===== config.mk =====
export PLATFORM = sky130hd
export DESIGN_NAME = fifo_wr_arbiter_flat
export DESIGN_NICKNAME = d
export VERILOG_FILES = /design/src/rtl/fifo_wr_arbiter_if.sv /design/src/rtl/fifo_wr_arbiter.sv /design/src/flat_wrapper.sv
export SDC_FILE = /design/constraint.sdc
export NUM_CORES = 1
export LEC_CHECK = 0
export ABC_CLOCK_PERIOD_IN_PS = 4600
export CAP_MARGIN = 10
export CORE_MARGIN = 5
export CORE_UTILIZATION = 44
export DETAILED_ROUTE_END_ITERATION = 10
export GPL_TIMING_DRIVEN = 0
export PLACE_DENSITY_LB_ADDON = 0.2
export SLEW_MARGIN = 0
export SYNTH_ARGS = -nofsm -noshare
export SYNTH_HDL_FRONTEND = slang
export SYNTH_SLANG_ARGS = --single-unit

===== constraint.sdc =====
create_clock -name clk -period 4.6 [get_ports clk]
set_input_delay 0.69 -clock clk [delete_from_list [all_inputs] [get_ports clk]]
set_output_delay 0.69 -clock clk [all_outputs]
set_load 0.02 [all_outputs]

===== src/rtl/fifo_wr_arbiter_if.sv =====
// Bundle of the requester-side and FIFO-side signals around the write-port arbiter.
// master: the arbiter itself. slave: requesters plus the FIFO.
interface fifo_wr_arbiter_if #(
  parameter int unsigned NUM_REQ    = 4,
  parameter int unsigned DATA_WIDTH = 16,
  parameter int unsigned STALL_W    = 16
);
  logic [NUM_REQ-1:0]            req;
  logic [NUM_REQ*DATA_WIDTH-1:0] req_data;
  logic [NUM_REQ-1:0]            gnt;
  logic [NUM_REQ-1:0]            ack;
  logic [NUM_REQ-1:0]            err_ovf;
  logic [DATA_WIDTH-1:0]         fifo_data_in;
  logic                          fifo_wr_en;
  logic                          fifo_full;
  logic                          fifo_almostfull;
  logic                          fifo_wr_ack;
  logic                          fifo_overflow;
  logic [STALL_W-1:0]            stall_cnt;

  modport master (
    input  req, req_data, fifo_full, fifo_almostfull, fifo_wr_ack, fifo_overflow,
    output gnt, ack, err_ovf, fifo_data_in, fifo_wr_en, stall_cnt
  );

  modport slave (
    output req, req_data, fifo_full, fifo_almostfull, fifo_wr_ack, fifo_overflow,
    input  gnt, ack, err_ovf, fifo_data_in, fifo_wr_en, stall_cnt
  );
endinterface


===== src/rtl/fifo_wr_arbiter.sv =====
// Round-robin arbiter sharing one synchronous FIFO write port among NUM_REQ producers.
// Never issues a write the FIFO cannot take, routes wr_ack/overflow back to the owner
// of the write, and counts stalled cycles (saturating).
module fifo_wr_arbiter #(
  parameter int unsigned NUM_REQ    = 4,
  parameter int unsigned DATA_WIDTH = 16,
  parameter int unsigned STALL_W    = 16
) (
  input logic               clk,
  input logic               rst_n,
  fifo_wr_arbiter_if.master bus
);
  localparam int unsigned IdxW = (NUM_REQ > 1) ? $clog2(NUM_REQ) : 1;

  logic                  can_issue;
  logic                  issue;
  logic                  found;
  logic [IdxW-1:0]       pick;
  logic [IdxW-1:0]       cand_idx;
  int unsigned           cand;

  logic [IdxW-1:0]       rr_ptr_q, rr_ptr_d;
  logic [IdxW-1:0]       gnt_idx_q;
  logic [NUM_REQ-1:0]    gnt_q, gnt_d;
  logic                  wr_en_q;
  logic [DATA_WIDTH-1:0] data_q, data_d;
  logic                  own_v_q;
  logic [IdxW-1:0]       own_idx_q;
  logic [NUM_REQ-1:0]    err_ovf_q, err_ovf_d;
  logic [STALL_W-1:0]    stall_q, stall_d;

  // The almostfull term covers the last slot: full lags the write currently on the bus.
  assign can_issue = !bus.fifo_full && !(bus.fifo_almostfull && wr_en_q);
  assign issue     = (|bus.req) && can_issue;

  // Round-robin pick: first set request scanning upward from rr_ptr.
  always_comb begin
    found    = 1'b0;
    pick     = '0;
    cand     = 0;
    cand_idx = '0;
    for (int unsigned k = 0; k < NUM_REQ; k++) begin
      cand     = (32'(rr_ptr_q) + k) % NUM_REQ;
      cand_idx = IdxW'(cand);
      if (!found && bus.req[cand_idx]) begin
        found = 1'b1;
        pick  = cand_idx;
      end
    end
  end

  // Next-state for grant, data, pointer, sticky overflow and stall counter.
  always_comb begin
    gnt_d     = '0;
    data_d    = data_q;
    rr_ptr_d  = rr_ptr_q;
    err_ovf_d = err_ovf_q;
    stall_d   = stall_q;
    if (issue) begin
      gnt_d[pick] = 1'b1;
      data_d      = bus.req_data[32'(pick)*DATA_WIDTH +: DATA_WIDTH];
      rr_ptr_d    = IdxW'((32'(pick) + 1) % NUM_REQ);
    end
    if (bus.fifo_overflow && own_v_q) begin
      err_ovf_d[own_idx_q] = 1'b1;
    end
    if ((|bus.req) && !can_issue && (stall_q != {STALL_W{1'b1}})) begin
      stall_d = stall_q + STALL_W'(1);
    end
  end

  // State registers; reset drops any write in flight by clearing the owner pipe.
  always_ff @(posedge clk or negedge rst_n) begin
    if (!rst_n) begin
      rr_ptr_q  <= '0;
      gnt_idx_q <= '0;
      gnt_q     <= '0;
      wr_en_q   <= 1'b0;
      data_q    <= '0;
      own_v_q   <= 1'b0;
      own_idx_q <= '0;
      err_ovf_q <= '0;
      stall_q   <= '0;
    end else begin
      rr_ptr_q  <= rr_ptr_d;
      gnt_idx_q <= issue ? pick : gnt_idx_q;
      gnt_q     <= gnt_d;
      wr_en_q   <= issue;
      data_q    <= data_d;
      own_v_q   <= wr_en_q;
      own_idx_q <= gnt_idx_q;
      err_ovf_q <= err_ovf_d;
      stall_q   <= stall_d;
    end
  end

  // Acknowledge decoded to the requester that owned the write one cycle earlier.
  always_comb begin
    bus.ack = '0;
    for (int unsigned i = 0; i < NUM_REQ; i++) begin
      bus.ack[i] = bus.fifo_wr_ack && own_v_q && (own_idx_q == IdxW'(i));
    end
  end

  assign bus.gnt          = gnt_q;
  assign bus.fifo_wr_en   = wr_en_q;
  assign bus.fifo_data_in = data_q;
  assign bus.err_ovf      = err_ovf_q;
  assign bus.stall_cnt    = stall_q;
endmodule


===== src/flat_wrapper.sv =====
// flat-port wrapper written by rule: the top's interface ports become plain ports
module fifo_wr_arbiter_flat 
#(
  parameter int unsigned NUM_REQ    = 4,
  parameter int unsigned DATA_WIDTH = 16,
  parameter int unsigned STALL_W    = 16
)
  (clk, rst_n, bus_req, bus_req_data, bus_fifo_full, bus_fifo_almostfull, bus_fifo_wr_ack, bus_fifo_overflow, bus_gnt, bus_ack, bus_err_ovf, bus_fifo_data_in, bus_fifo_wr_en, bus_stall_cnt);
  fifo_wr_arbiter_if #(.NUM_REQ(NUM_REQ), .DATA_WIDTH(DATA_WIDTH), .STALL_W(STALL_W)) bus_i ();
  input logic clk;
  input logic rst_n;
  input wire logic [$bits(bus_i.req)-1:0] bus_req;
  input wire logic [$bits(bus_i.req_data)-1:0] bus_req_data;
  input wire logic [$bits(bus_i.fifo_full)-1:0] bus_fifo_full;
  input wire logic [$bits(bus_i.fifo_almostfull)-1:0] bus_fifo_almostfull;
  input wire logic [$bits(bus_i.fifo_wr_ack)-1:0] bus_fifo_wr_ack;
  input wire logic [$bits(bus_i.fifo_overflow)-1:0] bus_fifo_overflow;
  output wire logic [$bits(bus_i.gnt)-1:0] bus_gnt;
  output wire logic [$bits(bus_i.ack)-1:0] bus_ack;
  output wire logic [$bits(bus_i.err_ovf)-1:0] bus_err_ovf;
  output wire logic [$bits(bus_i.fifo_data_in)-1:0] bus_fifo_data_in;
  output wire logic [$bits(bus_i.fifo_wr_en)-1:0] bus_fifo_wr_en;
  output wire logic [$bits(bus_i.stall_cnt)-1:0] bus_stall_cnt;
  assign bus_i.req = bus_req;
  assign bus_i.req_data = bus_req_data;
  assign bus_i.fifo_full = bus_fifo_full;
  assign bus_i.fifo_almostfull = bus_fifo_almostfull;
  assign bus_i.fifo_wr_ack = bus_fifo_wr_ack;
  assign bus_i.fifo_overflow = bus_fifo_overflow;
  assign bus_gnt = bus_i.gnt;
  assign bus_ack = bus_i.ack;
  assign bus_err_ovf = bus_i.err_ovf;
  assign bus_fifo_data_in = bus_i.fifo_data_in;
  assign bus_fifo_wr_en = bus_i.fifo_wr_en;
  assign bus_stall_cnt = bus_i.stall_cnt;
  fifo_wr_arbiter #(.NUM_REQ(NUM_REQ), .DATA_WIDTH(DATA_WIDTH), .STALL_W(STALL_W)) u_core (.clk(clk), .rst_n(rst_n), .bus(bus_i));
endmodule

=== Word-level counts from Yosys, hierarchy flattened ===
Index checks and enable logic that the tools add are counted.

* Flip-flop bits (word level): 48
* Input port bits: 74
* Output and inout port bits: 45
* Word-level logic and storage cells: 72

* Add/sub/neg operators: 5
* Order comparisons: 8
* Equal/unequal tests: 4
* Shifts and indexed selects: 1
* Muxes and demuxes: 20
* Bitwise logic cells: 1
* Reduce and logical (&&, ||, !) cells: 24

{| class="wikitable"
|+ Operators by type and width
! kind !! count
|-
| 64-bit by 7-bit indexed part select with 16-bit output || 1
|-
| 2-bit by 3-bit < comparator with 1-bit output (second input constant) || 6
|-
| 16-bit by 1-bit adder with 16-bit output (second input constant) || 1
|-
| 1-bit logical AND || 16
|-
| 16-bit inequality test (second input constant) || 1
|-
| 1-bit 2-to-1 mux || 9
|-
| 1-bit binary-select mux with 2-bit select || 4
|-
| 2-bit 2-to-1 mux || 4
|-
| 1-bit logical NOT || 6
|-
| 2-bit by 1-bit adder with 2-bit output (second input constant) || 2
|-
| 2-bit adder (second input constant) || 2
|-
| 1-bit demux with 2-bit select || 2
|-
| 2-bit == test (second input constant) || 2
|-
| 2-bit by 1-bit >= comparator with 1-bit output (second input constant) || 2
|-
| 4-bit 2-to-1 mux || 1
|-
| 4-bit OR || 1
|-
| 4-bit OR reduction || 1
|-
| 2-bit by 1-bit == test with 1-bit output (second input constant) || 1
|-
| 2-bit logical NOT || 1
|}

=== Depth between registers and ports, before layout ===
* Word-level depth: 17
* Mapped depth: 7
* Gate-level depth less buffers: 6

=== Worst setup path before layout ===
OpenSTA, ideal clock, no wires.

* Kind: input port to flip-flop
* From: in bus_req[1]
* To: reg u_core.data_q[5] (netlist: u_core.bus.fifo_data_in[5])
* Setup time: 0.130 ns
* Arrival: 1.848 ns
* Data required time: 4.470 ns
* Path slack: 2.622 ns
* Stages on the path: 7
* Path buffers: 2
* Cells stage by stage: a21bo_2 -> a221oi_2 -> buf_6 -> buf_12 -> mux2i_1 -> a2bb2oi_1 -> o21ai_0

* Word-level cells in the longest chain between the ends: 13
* Elaborated cells on any way between the ends: 24
* Those cells by class: shift (1); mux (15); reduce/logical (8)

{| class="wikitable"
|+ RTL lines
! what !! RTL line !! RTL
|-
| from (decl) || flat_wrapper.sv:12 || <nowiki>input wire logic [$bits(bus_i.req)-1:0] bus_req;</nowiki>
|-
| 1-bit binary-select mux with 2-bit select || fifo_wr_arbiter.sv:45 || <nowiki>if (!found && bus.req[cand_idx]) begin</nowiki>
|-
| 1-bit 2-to-1 mux (not written as such) || fifo_wr_arbiter.sv:45 ||
|-
| 1-bit 2-to-1 mux || fifo_wr_arbiter.sv:45 ||
|-
| 1-bit logical NOT || fifo_wr_arbiter.sv:45 ||
|-
| 1-bit logical AND || fifo_wr_arbiter.sv:45 ||
|-
| 1-bit 2-to-1 mux || fifo_wr_arbiter.sv:45 ||
|-
| 1-bit logical NOT || fifo_wr_arbiter.sv:45 ||
|-
| 1-bit logical AND || fifo_wr_arbiter.sv:45 ||
|-
| 1-bit 2-to-1 mux || fifo_wr_arbiter.sv:45 ||
|-
| 1-bit logical NOT || fifo_wr_arbiter.sv:45 ||
|-
| 1-bit logical AND || fifo_wr_arbiter.sv:45 ||
|-
| 2-bit 2-to-1 mux || fifo_wr_arbiter.sv:45 ||
|-
| 64-bit by 7-bit indexed part select with 16-bit output || fifo_wr_arbiter.sv:61 || <nowiki>data_d = bus.req_data[32'(pick)*DATA_WIDTH +: DATA_WIDTH];</nowiki>
|-
| to (signal assigned) || fifo_wr_arbiter.sv:89 || <nowiki>data_q <= data_d;</nowiki>
|-
| to (decl) || fifo_wr_arbiter.sv:26 || <nowiki>logic [DATA_WIDTH-1:0] data_q, data_d;</nowiki>
|}

Parallel ways exist; a longest one is shown, timed or not. The select of a mux whose other input is x is not followed.
A chain may end at the register's enable or synchronous reset.

=== Worst setup path in the final report ===
* From: in bus_fifo_wr_ack
* To: out bus_ack[0]

* Word-level cells in the longest chain between the ends: 2

{| class="wikitable"
|+ RTL lines
! what !! RTL line !! RTL
|-
| from (decl) || flat_wrapper.sv:16 || <nowiki>input wire logic [$bits(bus_i.fifo_wr_ack)-1:0] bus_fifo_wr_ack;</nowiki>
|-
| 1-bit logical AND (2 in a row) || fifo_wr_arbiter.sv:101 || <nowiki>bus.ack[i] = bus.fifo_wr_ack && own_v_q && (own_idx_q == IdxW'(i));</nowiki>
|-
| to (decl) || flat_wrapper.sv:19 || <nowiki>output wire logic [$bits(bus_i.ack)-1:0] bus_ack;</nowiki>
|}

Every way passes these cells.

==> impl_metrics.tcl <==
set metrics [dict create \
    synthTopCellsByCount "dfrtp_1 (48), mux2i_1 (33), nand2_1 (17)" \
    cts_inserted_buffers 5 \
    p_sw_frac 0.3472 \
    cp_num_buf_inv 2 \
    gp_congestion 0.9068 \
    critPathLaunchType "input port" \
    fillers 436 \
    critPathMaxFanout 2 \
    yosysMostFrequentCell "dfrtp_1" \
    pwr-share-comb 0.459 \
    p_int_mw 1.121 \
    cts.sinks 48 \
    cp_common_cell "clkdlybuf4s50_1" \
    synth-simple-area-share 0.1099 \
    synth_nets 290 \
    synth_seq_area_share 0.4861 \
    cp_cell_sequence "clkdlybuf4s50_1 > nand2_1 > nor3_1 > clkdlybuf4s50_1" \
    start_util 0.4515 \
    synth_xor_area_frac 0.05316 \
    ios 119 \
    finalNetCount 416 \
    crit_required_ns 3.91 \
    p_sw_mw 0.5962 \
    placed_cell_area_um2 3757 \
    synth-seq-cells 48 \
    cp_data_arrival_time_ns 2.09 \
    relSlewSlack 0.6740 \
    cts_resized 0 \
    max_freq_ghz 0.3595 \
    synth_compound_area_frac 0.1509 \
    fin_crit_sh 0.6046 \
    overflow 0 \
    fin_setup_tns_ns 0 \
    slew_viol_final 0 \
    die_h_um 84.94 \
    path_clk_slew_ns 0.09 \
    setup.worst_path.class "in -> out" \
    core_area_um2 5473 \
    grt_pass1_vias 2079 \
    rsz0062_at_grt "no" \
    synth_cell_types 41 \
    row_count 27 \
    synth_adder_area_share 0.005063 \
    finalCriticalPeriod_ns 2.781 \
    synth_edf_count 0 \
    power_frac_clock 0.171 \
    synth_top_family_by_area "compound AO/OA/AOI/OAI gates" \
    root_buffer "clkbuf_8" \
    syn_area_um2 2471 \
    synth_ff_type "dfrtp_1" \
    grt_max_degree 30 \
    grt_pass1_wl_mm 9.887 \
    fp.dieW_um 84.94 \
    hp-class "in -> async" \
    vdd_drop_max_mv 0.2578 \
    max_cap_viol_count 0 \
    post_cts_buffers 0 \
    power.leakage_nw 1.669 \
    max_stage_delay_ns 0.66 \
    worstMarginPinSlew_ns 0.4880 \
    antenna_found_initial 0 \
    ys_async_sr_fraction 1.000 \
    final_antenna_net_count 0 \
    die_area_um2 7215 \
    yosysTopAreaCell "dfrtp_1" \
    synth_top_area_frac 0.4861 \
    htreeDepth 2 \
    diodes 0 \
    drcViolationCount 0 \
    syn_avg_cell_area_um2 11.49 \
    first_iter_violations 62 \
    synthMuxAreaShare 0.1428 \
    synth_warnings 0 \
    drive_gt1_frac 0.08772 \
    numPortBuffers 118 \
    status "finished clean" \
    drt-total-wl_mm 6.187 \
    via_per_inst 5.058 \
    synth_area_leaders "dfrtp_1 (49%), mux2i_1 (13%), a2bb2oi_1 (5.7%)" \
    timing.final.hold_violations 0 \
    fin_area_um2 3865 \
    clk_latency_ns 0.29 \
    areaGrowthSynthToFinish_pct 56.41 \
    hpwl_mm 5.037 \
    grt_usage 0.1690 \
    seqPwrFrac 0.370 \
    cts_buffer_depth 2 \
    cts_hold_buf 0 \
    synth_cells 215 \
    routedWlPerCell_um 14.94 \
    end_kind "output pin" \
    dr.pass1.iters 4 \
    cts_tree "yes" \
    clock_skew_ns 0.005032 \
    finalSetupViolCount 0 \
    vias 2094 \
    p_per_area_nw_per_um2 444.3 \
    cp_top_family "buffers and inverters" \
    crit_slowest_cell "clkdlybuf4s50_1" \
]
-- logic make-up (layout without fill, tap and decap cells) --
group / Yosys count / in the layout
simple gates: 53 / 53
buf+inv: 14 / 141
mux: 35 / 35
xor+xnor: 15 / 15
flops: 48 / 48
compound gates: 49 / 49
fa+ha+maj: 1 / 1
-- worst reg2reg max path, cell delays in order, from the launching register on --
cell and delay (ns):
dfrtp_1 0.46, nand2_1 0.10, a221oi_2 0.40, nor2_1 0.17, nand2_1 0.28, buf_2 0.29, o21ai_1 0.10
-- layer usage --
layer	global-route usage	wire length [um]
met5	0	0
met2	0.2966	3184
met4	0.05755	132
met1	0.1956	2425
met3	0.05049	445
-- final timing paths --
| kind | startpoint | end | slack, ns | cells past startpoint |
|---|---|---|---|---|
| setup / recovery | bus_fifo_wr_ack | bus_ack[0] | 1.82 | 4 |
| hold / removal | rst_n | u_core.bus.stall_cnt[0] | 0.34 | 1 |
| setup reg to reg | u_core.rr_ptr_q[1] | u_core.bus.fifo_data_in[12] | 2.69 | 6 |
| hold reg to reg | u_core.gnt_idx_q[0] | u_core.own_idx_q[0] | 0.38 | 0 |
| max in group asynchronous | rst_n | u_core.bus.fifo_data_in[12] | 3.75 | 2 |
| min in group clk | u_core.gnt_idx_q[0] | u_core.own_idx_q[0] | 0.38 | 0 |
-- stage by stage --
step	hold slack, ns	util	cells	worst slack, ns	power (mW)
2_1_floorplan	0.3535	-	215	2.622	1.077
3_3_place_gp	0.3587	0.6838	405	1.459	1.426
3_5_place_dp	0.3632	0.6866	406	1.822	1.440
4_1_cts	0.3565	0.7062	414	1.826	1.733
5_1_grt	0.3748	0.7062	414	1.746	1.819
6_report	0.3412	0.7062	414	1.819	1.717
-- state kept, by name (all words and copies together) (netlist names) --
register / count
u_core.bus.err_ovf: 4
u_core.bus.fifo_data_in: 16
u_core.bus.fifo_wr_en: 1
u_core.bus.gnt: 4
u_core.bus.stall_cnt: 16
u_core.gnt_idx_q: 2
u_core.own_idx_q: 2
u_core.own_v_q: 1
u_core.rr_ptr_q: 2
-- power groups by stage --
stage	sequential (mW)	combinational (mW)	clock, mW
floorplan	0.754	0.323	0
global placement	0.638	0.788	0
detailed placement	0.642	0.798	0
CTS	0.635	0.800	0.298
global route	0.654	0.848	0.317
finish	0.636	0.788	0.293
-- layout by cell type, fill, tap and decap left out, types with 2 or more instances in the layout --
master and n:
nand3_1 9, buf_12 2, a2bb2oi_1 16, a21oi_2 2, o21bai_1 3, clkdlybuf4s50_1 117
buf_6 3, nand2_1 17, a21oi_1 3, and3_1 4, dfrtp_1 48, nor2_1 7
xnor2_1 12, clkbuf_8 6, nor3b_1 2, nand4_1 3, o21ai_1 10, buf_8 2
nor3_1 4, mux2i_1 33, inv_1 4, xor2_1 3, buf_2 3, o21ai_0 7
a221oi_2 2
-- cell type report --
class / count / area (um^2) / area share
flip-flops and latches: 48 / 1201 / 0.3108
repair buffers: 119 / 1196 / 0.3095
multi-input cells: 153 / 1141 / 0.2952
plain buffers: 9 / 107.6 / 0.02784
well taps: 72 / 90.09 / 0.02331
clock buffers: 6 / 72.57 / 0.01878
clock inverters: 2 / 35.03 / 0.009064
inverters: 5 / 21.27 / 0.005503
No activity file was read; power rests on OpenSTA's default activity.
